`config.mk`:
```
export PLATFORM = sky130hd
export DESIGN_NAME = score_display_n
export DESIGN_NICKNAME = d
export VERILOG_FILES = /design/src/rtl/score_display_n.sv
export SDC_FILE = /design/constraint.sdc
export NUM_CORES = 1
export LEC_CHECK = 0
export BUFFER_PORTS_ARGS = -buffer_cell sky130_fd_sc_hd__buf_4
export CAP_MARGIN = 30
export CORE_MARGIN = 2
export CORE_UTILIZATION = 55
export DETAILED_ROUTE_END_ITERATION = 8
export GPL_ROUTABILITY_DRIVEN = 0
export PLACE_DENSITY = 0.88
export SETUP_SLACK_MARGIN = 0.3
export SYNTH_ARGS = -nofsm -noshare
export SYNTH_HDL_FRONTEND = slang
export SYNTH_SLANG_ARGS = --single-unit
```
`constraint.sdc`:
```
create_clock -name clk -period 5.5 [get_ports clk]
set_clock_uncertainty 0.05 [all_clocks]
set_input_delay 1.375 -clock clk [delete_from_list [all_inputs] [get_ports clk]]
set_output_delay 1.375 -clock clk [all_outputs]
set_load 0.02 [all_outputs]
```
`src/rtl/score_display_n.sv`:
```
// rtl/score_display_n.sv - N-digit BCD score counter with high score and multiplexed 7-segment driver
module score_display_n #(
   parameter int NUM_DIGITS  = 4,
   parameter int REFRESH_DIV = 1,
   parameter int SATURATE    = 0
) (
   input  logic                    clk,
   input  logic                    rst,
   input  logic                    ena,
   input  logic                    invert,
   input  logic                    blank_lz,
   input  logic                    show_hi,
   input  logic                    clr,
   input  logic                    inc,
   input  logic                    dec,
   input  logic                    commit,
   output logic [4*NUM_DIGITS-1:0] score,
   output logic [4*NUM_DIGITS-1:0] hi_score,
   output logic                    overflow,
   output logic [6:0]              segments,
   output logic [NUM_DIGITS-1:0]   digits
);

   localparam int W  = 4 * NUM_DIGITS;
   localparam int PW = (REFRESH_DIV > 1) ? $clog2(REFRESH_DIV) : 1;
   localparam int IW = (NUM_DIGITS > 1) ? $clog2(NUM_DIGITS) : 1;
   localparam logic [PW-1:0] PRE_LAST = PW'(REFRESH_DIV - 1);
   localparam logic [IW-1:0] IDX_LAST = IW'(NUM_DIGITS - 1);

   logic [W-1:0]          inc_val;
   logic [W-1:0]          dec_val;
   logic                  at_max;
   logic                  at_zero;
   logic                  carry;
   logic                  borrow;
   logic [3:0]            cd;

   logic [PW-1:0]         pre;
   logic [IW-1:0]         idx;

   logic [W-1:0]          shown;
   logic [3:0]            cur;
   logic                  upper_zero;
   logic                  blank;
   logic [6:0]            seg_raw;
   logic [NUM_DIGITS-1:0] onehot;

   // BCD ripple increment/decrement candidates and limit detection.
   // Ripple naturally wraps: all-nines +1 gives zero, zero -1 gives all-nines.
   always_comb begin
      inc_val = score;
      dec_val = score;
      carry   = 1'b1;
      borrow  = 1'b1;
      at_max  = 1'b1;
      at_zero = 1'b1;
      cd      = 4'd0;
      for (int i = 0; i < NUM_DIGITS; i++) begin
         cd = score[4*i +: 4];
         if (cd != 4'd9) at_max = 1'b0;
         if (cd != 4'd0) at_zero = 1'b0;
         if (carry) begin
            if (cd == 4'd9) begin
               inc_val[4*i +: 4] = 4'd0;
            end else begin
               inc_val[4*i +: 4] = cd + 4'd1;
               carry = 1'b0;
            end
         end
         if (borrow) begin
            if (cd == 4'd0) begin
               dec_val[4*i +: 4] = 4'd9;
            end else begin
               dec_val[4*i +: 4] = cd - 4'd1;
               borrow = 1'b0;
            end
         end
      end
   end

   // Score register: clr wins, inc+dec together cancel, limits wrap or hold.
   always_ff @(posedge clk) begin
      if (rst) begin
         score    <= '0;
         overflow <= 1'b0;
      end else begin
         overflow <= 1'b0;
         if (clr) begin
            score <= '0;
         end else if (inc && dec) begin
            score <= score;
         end else if (inc) begin
            if (at_max) begin
               overflow <= 1'b1;
               if (SATURATE == 0) score <= inc_val;
            end else begin
               score <= inc_val;
            end
         end else if (dec) begin
            if (at_zero) begin
               overflow <= 1'b1;
               if (SATURATE == 0) score <= dec_val;
            end else begin
               score <= dec_val;
            end
         end
      end
   end

   // High score: packed BCD compares like binary, uses pre-update score.
   always_ff @(posedge clk) begin
      if (rst) begin
         hi_score <= '0;
      end else if (commit && (score > hi_score)) begin
         hi_score <= score;
      end
   end

   // Scan prescaler and digit index.
   always_ff @(posedge clk) begin
      if (rst) begin
         pre <= '0;
         idx <= '0;
      end else if (pre == PRE_LAST) begin
         pre <= '0;
         idx <= (idx == IDX_LAST) ? '0 : idx + IW'(1);
      end else begin
         pre <= pre + PW'(1);
      end
   end

   // Select active digit, decide blanking and encode segments.
   always_comb begin
      shown      = show_hi ? hi_score : score;
      cur        = 4'd0;
      upper_zero = 1'b1;
      onehot     = '0;
      for (int i = 0; i < NUM_DIGITS; i++) begin
         if (IW'(i) == idx) begin
            cur       = shown[4*i +: 4];
            onehot[i] = 1'b1;
         end
         if ((IW'(i) >= idx) && (shown[4*i +: 4] != 4'd0)) upper_zero = 1'b0;
      end
      blank = !ena || (blank_lz && (idx != '0) && upper_zero);
      case (cur)
         4'd0:    seg_raw = 7'b0111111;
         4'd1:    seg_raw = 7'b0000110;
         4'd2:    seg_raw = 7'b1011011;
         4'd3:    seg_raw = 7'b1001111;
         4'd4:    seg_raw = 7'b1100110;
         4'd5:    seg_raw = 7'b1101101;
         4'd6:    seg_raw = 7'b1111101;
         4'd7:    seg_raw = 7'b0000111;
         4'd8:    seg_raw = 7'b1111111;
         4'd9:    seg_raw = 7'b1101111;
         default: seg_raw = 7'b0000000;
      endcase
      if (blank) seg_raw = 7'b0000000;
   end

   // Registered pin drivers with polarity applied.
   always_ff @(posedge clk) begin
      if (rst) begin
         segments <= '0;
         digits   <= '0;
      end else begin
         segments <= invert ? ~seg_raw : seg_raw;
         digits   <= invert ? ~onehot : onehot;
      end
   end

endmodule
```
==> results of run 1 <==
==> power breakdown <==
group	total, mW	internal (mW)	leakage [nW]	switching [mW]
clock	0.232	0.115	0.0515	0.118
combinational	0.206	0.0942	1.19	0.112
sequential	0.371	0.354	0.383	0.0170
==> kinds of logic after synthesis <==
family                   count (synthesis)  share of synthesized area
multiplexers                            44                      0.126
other                                    1                    0.00107
buffers and inverters                   62                     0.0698
AND/OR/NAND/NOR                        135                      0.218
adder cells (fa/ha/maj)                 26                     0.0926
flip-flops                              47                      0.268
XOR/XNOR                                16                     0.0399
AO/OA/AOI/OAI                           93                      0.185
==> cells in the final DEF, fill, tap and decap left out, types with 3 or more instances in the layout <==
master / synthesis / routed
a2bb2oi_1: 4 / 4
a22oi_1: 4 / 4
mux2i_1: 41 / 41
a31oi_1: 4 / 4
nor4_1: 4 / 4
nand2_1: 11 / 11
inv_1: 27 / 27
o22ai_1: 6 / 6
a21oi_1: 14 / 14
nor3_1: 9 / 9
buf_4: 1 / 54
o21a_1: 3 / 3
a21o_1: 8 / 8
nor2b_1: 6 / 6
clkbuf_8: 0 / 7
xor2_1: 4 / 4
nand4_1: 7 / 7
nand2b_1: 37 / 37
dfxtp_1: 47 / 47
ha_1: 26 / 26
o21ai_0: 11 / 11
nor2_1: 30 / 30
o31ai_1: 3 / 3
xnor2_1: 12 / 12
nand3_1: 8 / 8
o21ai_1: 15 / 15
a211oi_1: 3 / 3
==> cell type report <==
| type | instances | area, um2 |
|---|---|---|
| multi-input combinational | 315 | 2330 |
| sequential | 47 | 941 |
| tap | 77 | 96.3 |
| clock buffer | 8 | 100 |
| fill | 537 | 2300 |
| timing repair buffer | 54 | 405 |
| inverter | 29 | 109 |
==> synth_stat cells (7+ instances only) <==
cell type	instances
ha_1	26
nand4_1	7
mux2i_1	41
inv_1	27
xnor2_1	12
a21o_1	8
clkbuf_1	20
nand3_1	8
nand2_1	11
buf_2	7
a21oi_1	14
nand2b_1	37
o21ai_1	15
nor3_1	9
dfxtp_1	47
nor2_1	30
o21ai_0	11
==> per-layer routing <==
layer / vias up / part of all wire / track usage
li1: 1548 / - / -
met1: 1513 / 0.43 / 0.299
met2: 85 / 0.50 / 0.396
met3: 11 / 0.052 / 0.0366
met4: 0 / 0.015 / 0.0616
met5: - / 0 / 0
==> sequential cells by signal, indices dropped and copies added, names as in the netlist <==
signal    cells
digits        4
overflow      1
idx           2
hi_score     16
pre           1
score        16
segments      7
==> stage by stage <==
stage	cell area (um2)	std cells	worst slack, ns	hold slack [ns]
final	3980	530	2.22	0.477
after detailed placement	3880	522	1.91	0.466
after global placement	3880	522	2.07	0.456
after floorplan	3510	424	2.03	0.457
after CTS	3980	530	2.21	0.478
after global routing	3980	530	2.04	0.502
==> critical path, cell delays in order <==
cell       delay (ns)
buf_4            0.27
mux2i_1          0.24
o22ai_1          0.09
o21ai_1          0.45
ha_1             0.26
clkinv_1         0.06
mux2_2           0.28
a2bb2oi_1        0.22
mux2i_1          0.21
==> how the worst min path moves through the flow <==
stage | startpoint | endpoint | slack [ns]
2_1_floorplan | pre | idx[0] | 0.46
3_3_place_gp | hi_score[14] | hi_score[14] | 0.46
3_5_place_dp | hi_score[11] | hi_score[11] | 0.47
4_1_cts | hi_score[12] | hi_score[12] | 0.48
5_1_grt | hi_score[12] | hi_score[12] | 0.50
6_report | hi_score[14] | hi_score[14] | 0.48
==> metrics.md, run 1 <==
| Metric | Value |
|---|---|
| First-pass GRT wire length | `13500 um` |
| Synth unique cells | `62` |
| First-pass detailed-route iteration total | `4` |
| VDD IR max | `144 uV` |
| Chip height | `83.9 um` |
| Global-route usage over all layers | `0.230` |
| Clock latency on the worst-skew pair | `0.30 ns` |
| R2r setup slk | `2.61 ns` |
| Leak Pwr | `1.63 nW` |
| IO Pins | `54` |
| Hold depth | `2` |
| Total grt overflow | `0` |
| Post-Syn Area | `3510 um2` |
| Reg clk slew, reported paths | `0.09 ns` |
| Mean post-synth cell area | `8.29 um2` |
| Crit Path Max Fanout | `19` |
| Via count | `3157` |
| Bufs on Longest Clock Path | `2` |
| Area grow syn2layout | `13.2%` |
| Setup violators final | `0` |
| Tcrit/Tclk final | `0.596` |
| Worst reg2reg path depth | `8` |
| Vias per inst | `5.96` |
| Overall Power | `0.810 mW` |
| Worst path arrival time | `3.46 ns` |
| Clock Sink Count | `47` |
| DRT antenna net count | `0` |
| Setup crit start | `show_hi` |
| Setup CP Type | `input pin to flop` |
| FF+latch count, synth | `47` |
| Area fraction of the dominant cell type after synthesis | `0.268` |
| Area contributors post-synth | `dfxtp_1, mux2i_1, ha_1` |
| Post-synth ARST share | `0` |
| Synth Net Count | `460` |
| Synth Instances | `424` |
| Share of layout cells above drive strength 1 | `0.166` |
| Total CTS buffers | `5` |
| CTS tree | `done` |
| CP required | `5.68 ns` |
| Worst hold path type | `flop to flop` |
| Wire per inst | `15.3 um` |
| Port bufs | `53` |
| Setup_tns | `0 ns` |
| Outcome | `finished, final reports clean` |
| RSZ-0062 raised after global routing | `no` |
| Final core utilization | `0.634` |
| Critical Path End Type | `flop` |
| Max Clk Rate | `305 MHz` |
| Final Slew Violations | `0` |
| Synth warn | `0` |
| Number of global-route vias before repair | `2801` |
| Headroom to the max-slew limit | `0.498` |
| Drt initial violations | `187` |
| Post-synth top area cell | `dfxtp_1` |
| Hold Vio Cnt, Final | `0` |
| Worst-margin pin slew | `0.751 ns` |
| Max-Cap Viols | `0` |
| Ant. Diodes | `0` |
| Power Dens Cells | `203 nW/um2` |
| HPWL Detailed | `5760 um` |
| Nets@finish | `488` |
| Hold Buf Count CTS | `0` |
| Largest net degree at the start of global routing | `43` |
| Worst Setup EP | `segments[3]` |
| Root Driver | `clkbuf_8` |
| Sequential share of the synthesized area | `0.268` |
| Width of the die | `83.9 um` |
| Minimum clock period after layout | `3.28 ns` |
| Post-synth EDFFs | `0` |
| R2r endpoint | `hi_score[9]` |
| RR Startpoint | `score[13]` |
| Initial Utilization | `0.560` |
| Post-CTS Setup Bufs | `0` |
| Main synth FF type | `dfxtp_1` |
| Cts repair resizes | `0` |
| Initial antenna violation count | `0` |
| Core area | `6280 um2` |
| Total wire length | `8130 um` |
| Post-route DRC | `0` |
| Row cnt | `29` |
| Startpoint types | `input pin` |
| Die area | `7050 um2` |
| Htree depth | `2` |
Note: power is estimated with default switching activity, not from simulation.
==> inputs of run 2 (changes only) <==
- ABC_AREA: default -> 1
- clock period: 5.5 -> 3.05 ns (I/O delays scaled with it)
==> metrics.md, run 2 <==
| Metric | Value |
|---|---|
| Number of global-route vias before repair | `3307` |
| Max-Cap Viols | `0` |
| Setup crit start | `show_hi` |
| Top cells by count, synth | `nand2_1, nor2_1, inv_1` |
| FF+latch count, synth | `47` |
| Synth unique cells | `40` |
| Die area | `6800 um2` |
| Post-synth EDFFs | `0` |
| CTS tree | `done` |
| Placed cells | `641` |
| Port bufs | `53` |
| Clock Sink Count | `47` |
| Total CTS buffers | `5` |
| Post-CTS Setup Bufs | `0` |
| Post-synth ARST share | `0` |
| Synth warn | `0` |
| Final Slew Violations | `0` |
| Setup violators final | `0` |
| Register Area | `941 um2` |
| Reg clk slew, reported paths | `0.09 ns` |
| Htree depth | `2` |
| Global-route usage over all layers | `0.268` |
| Area grow syn2layout | `16.2%` |
| Width of the die | `82.4 um` |
| Post-Syn Area | `3380 um2` |
| Post-route DRC | `0` |
| HPWL Detailed | `6550 um` |
| Core area | `5920 um2` |
| RR Startpoint | `idx[0]` |
| Fillers | `527` |
| CP required | `3.25 ns` |
| Hold Vio Cnt, Final | `0` |
| Total wire length | `8750 um` |
| Biggest regs | `hi_score: 16 flops, score: 16 flops, segments: 7 flops` |
| Worst reg2reg path depth | `14` |
| IO Pins | `54` |
| Drt initial violations | `267` |
| Headroom to the max-slew limit | `0.480` |
| Tcrit/Tclk final | `0.793` |
| Power Dens Cells | `635 nW/um2` |
| Minimum clock period after layout | `2.42 ns` |
| VDD IR max | `345 uV` |
| Initial Utilization | `0.572` |
| Nets@finish | `609` |
| Outcome | `finished, final reports clean` |
| Worst-margin pin slew | `0.779 ns` |
| Clock latency on the worst-skew pair | `0.31 ns` |
| R2r endpoint | `segments[0]` |
| Area contributors post-synth | `dfxtp_1, nand2_1, ha_1` |
| Mean post-synth cell area | `6.47 um2` |
| Post-synth top area cell | `dfxtp_1` |
| Total grt overflow | `0` |
| Vias per inst | `5.54` |
| Setup CP Type | `input pin to flop` |
| Share of layout cells above drive strength 1 | `0.183` |
| Root Driver | `clkbuf_8` |
| Max Clk Rate | `413 MHz` |
| Area fraction of the dominant cell type after synthesis | `0.278` |
| Wire per inst | `13.5 um` |
| Worst Setup EP | `segments[0]` |
| Chip height | `82.4 um` |
| Hold depth | `1` |
| Initial antenna violation count | `0` |
| Setup_tns | `0 ns` |
| Main synth FF type | `dfxtp_1` |
| Synth Instances | `523` |
| Hold Buf Count CTS | `0` |
| Cts repair resizes | `0` |
| Critical Path End Type | `flop` |
| Crit Path Max Fanout | `23` |
| Ant. Diodes | `0` |
| Bufs on Longest Clock Path | `2` |
| Largest net degree at the start of global routing | `28` |
| Most frequent cell after synthesis | `nand2_1` |
| Via count | `3598` |
| Worst path arrival time | `2.62 ns` |
| RSZ-0062 raised after global routing | `no` |
| Most common cell after layout, fill and taps aside | `nand2_1` |
| Worst hold path type | `flop to flop` |
| Row cnt | `28` |
| Most frequent cells in the layout | `nand2_1, nor2_1, inv_1` |
| First-pass detailed-route iteration total | `5` |
| Synth Net Count | `559` |
| DRT antenna net count | `0` |
| Sequential share of the synthesized area | `0.278` |
| R2r setup slk | `0.68 ns` |
| Area of the multi-input gates | `2110 um2` |
| Non-filler instance count after layout | `649` |
| First-pass GRT wire length | `14300 um` |
| Startpoint types | `input pin` |
| Leak Pwr | `1.99 nW` |
[run 2: through the flow]
step	instance area, um2	hold WS, ns	setup slack (ns)	utilization	power, mW
2_1_floorplan	3380	0.393	0.825	-	1.69
3_3_place_gp	3830	0.412	0.496	0.646	2.01
3_5_place_dp	3830	0.430	0.378	0.646	2.06
4_1_cts	3930	0.455	0.685	0.664	2.49
5_1_grt	3930	0.498	0.386	0.664	2.69
6_report	3930	0.449	0.630	0.664	2.50
[run 2: cell type report]
| class | instances | share of cell area |
|---|---|---|
| multi-input cells | 393 | 0.538 |
| clock inverters | 1 | 0.00191 |
| flip-flops and latches | 47 | 0.239 |
| inverters | 71 | 0.0678 |
| clock buffers | 7 | 0.0245 |
| repair buffers | 55 | 0.105 |
| well taps | 75 | 0.0239 |
[run 2: cell families after synthesis]
logic type | synth area share
fa+ha+maj | 0.0961
flops | 0.278
simple gates | 0.347
other cells | 0.00111
compound gates | 0.165
buf+inv | 0.0976
xor+xnor | 0.0155
[run 2: where the power goes]
group,switching (mW),internal [mW],leakage (nW)
clock,0.222,0.207,0.0505
sequential,0.106,0.725,0.386
combinational,0.779,0.458,1.55
[run 2: how the worst min path moves through the flow]
stage / startpoint / to
2_1_floorplan: pre / idx[1]
3_3_place_gp: pre / idx[1]
3_5_place_dp: pre / idx[1]
4_1_cts: pre / idx[1]
5_1_grt: pre / idx[0]
6_report: pre / idx[1]
[run 2: routing by layer]
layer	track usage	wire, um	up-vias
met2	0.475	4240	139
met4	0.127	301	0
met1	0.315	3660	1636
li1	-	-	1788
met5	0	0	-
met3	0.0402	550	35
[run 2: worst max-delay path: stages]
cell and delay, ns:
buf_4 0.21, inv_2 0.15, nand2_1 0.09, nand2_1 0.07
o21ai_1 0.11, inv_1 0.06, a21oi_2 0.24, inv_1 0.13
ha_1 0.23, inv_1 0.06, nand3_1 0.09, nand3_1 0.11
nand3_2 0.07, nand2_1 0.06, nand2_1 0.05, nor2_1 0.10
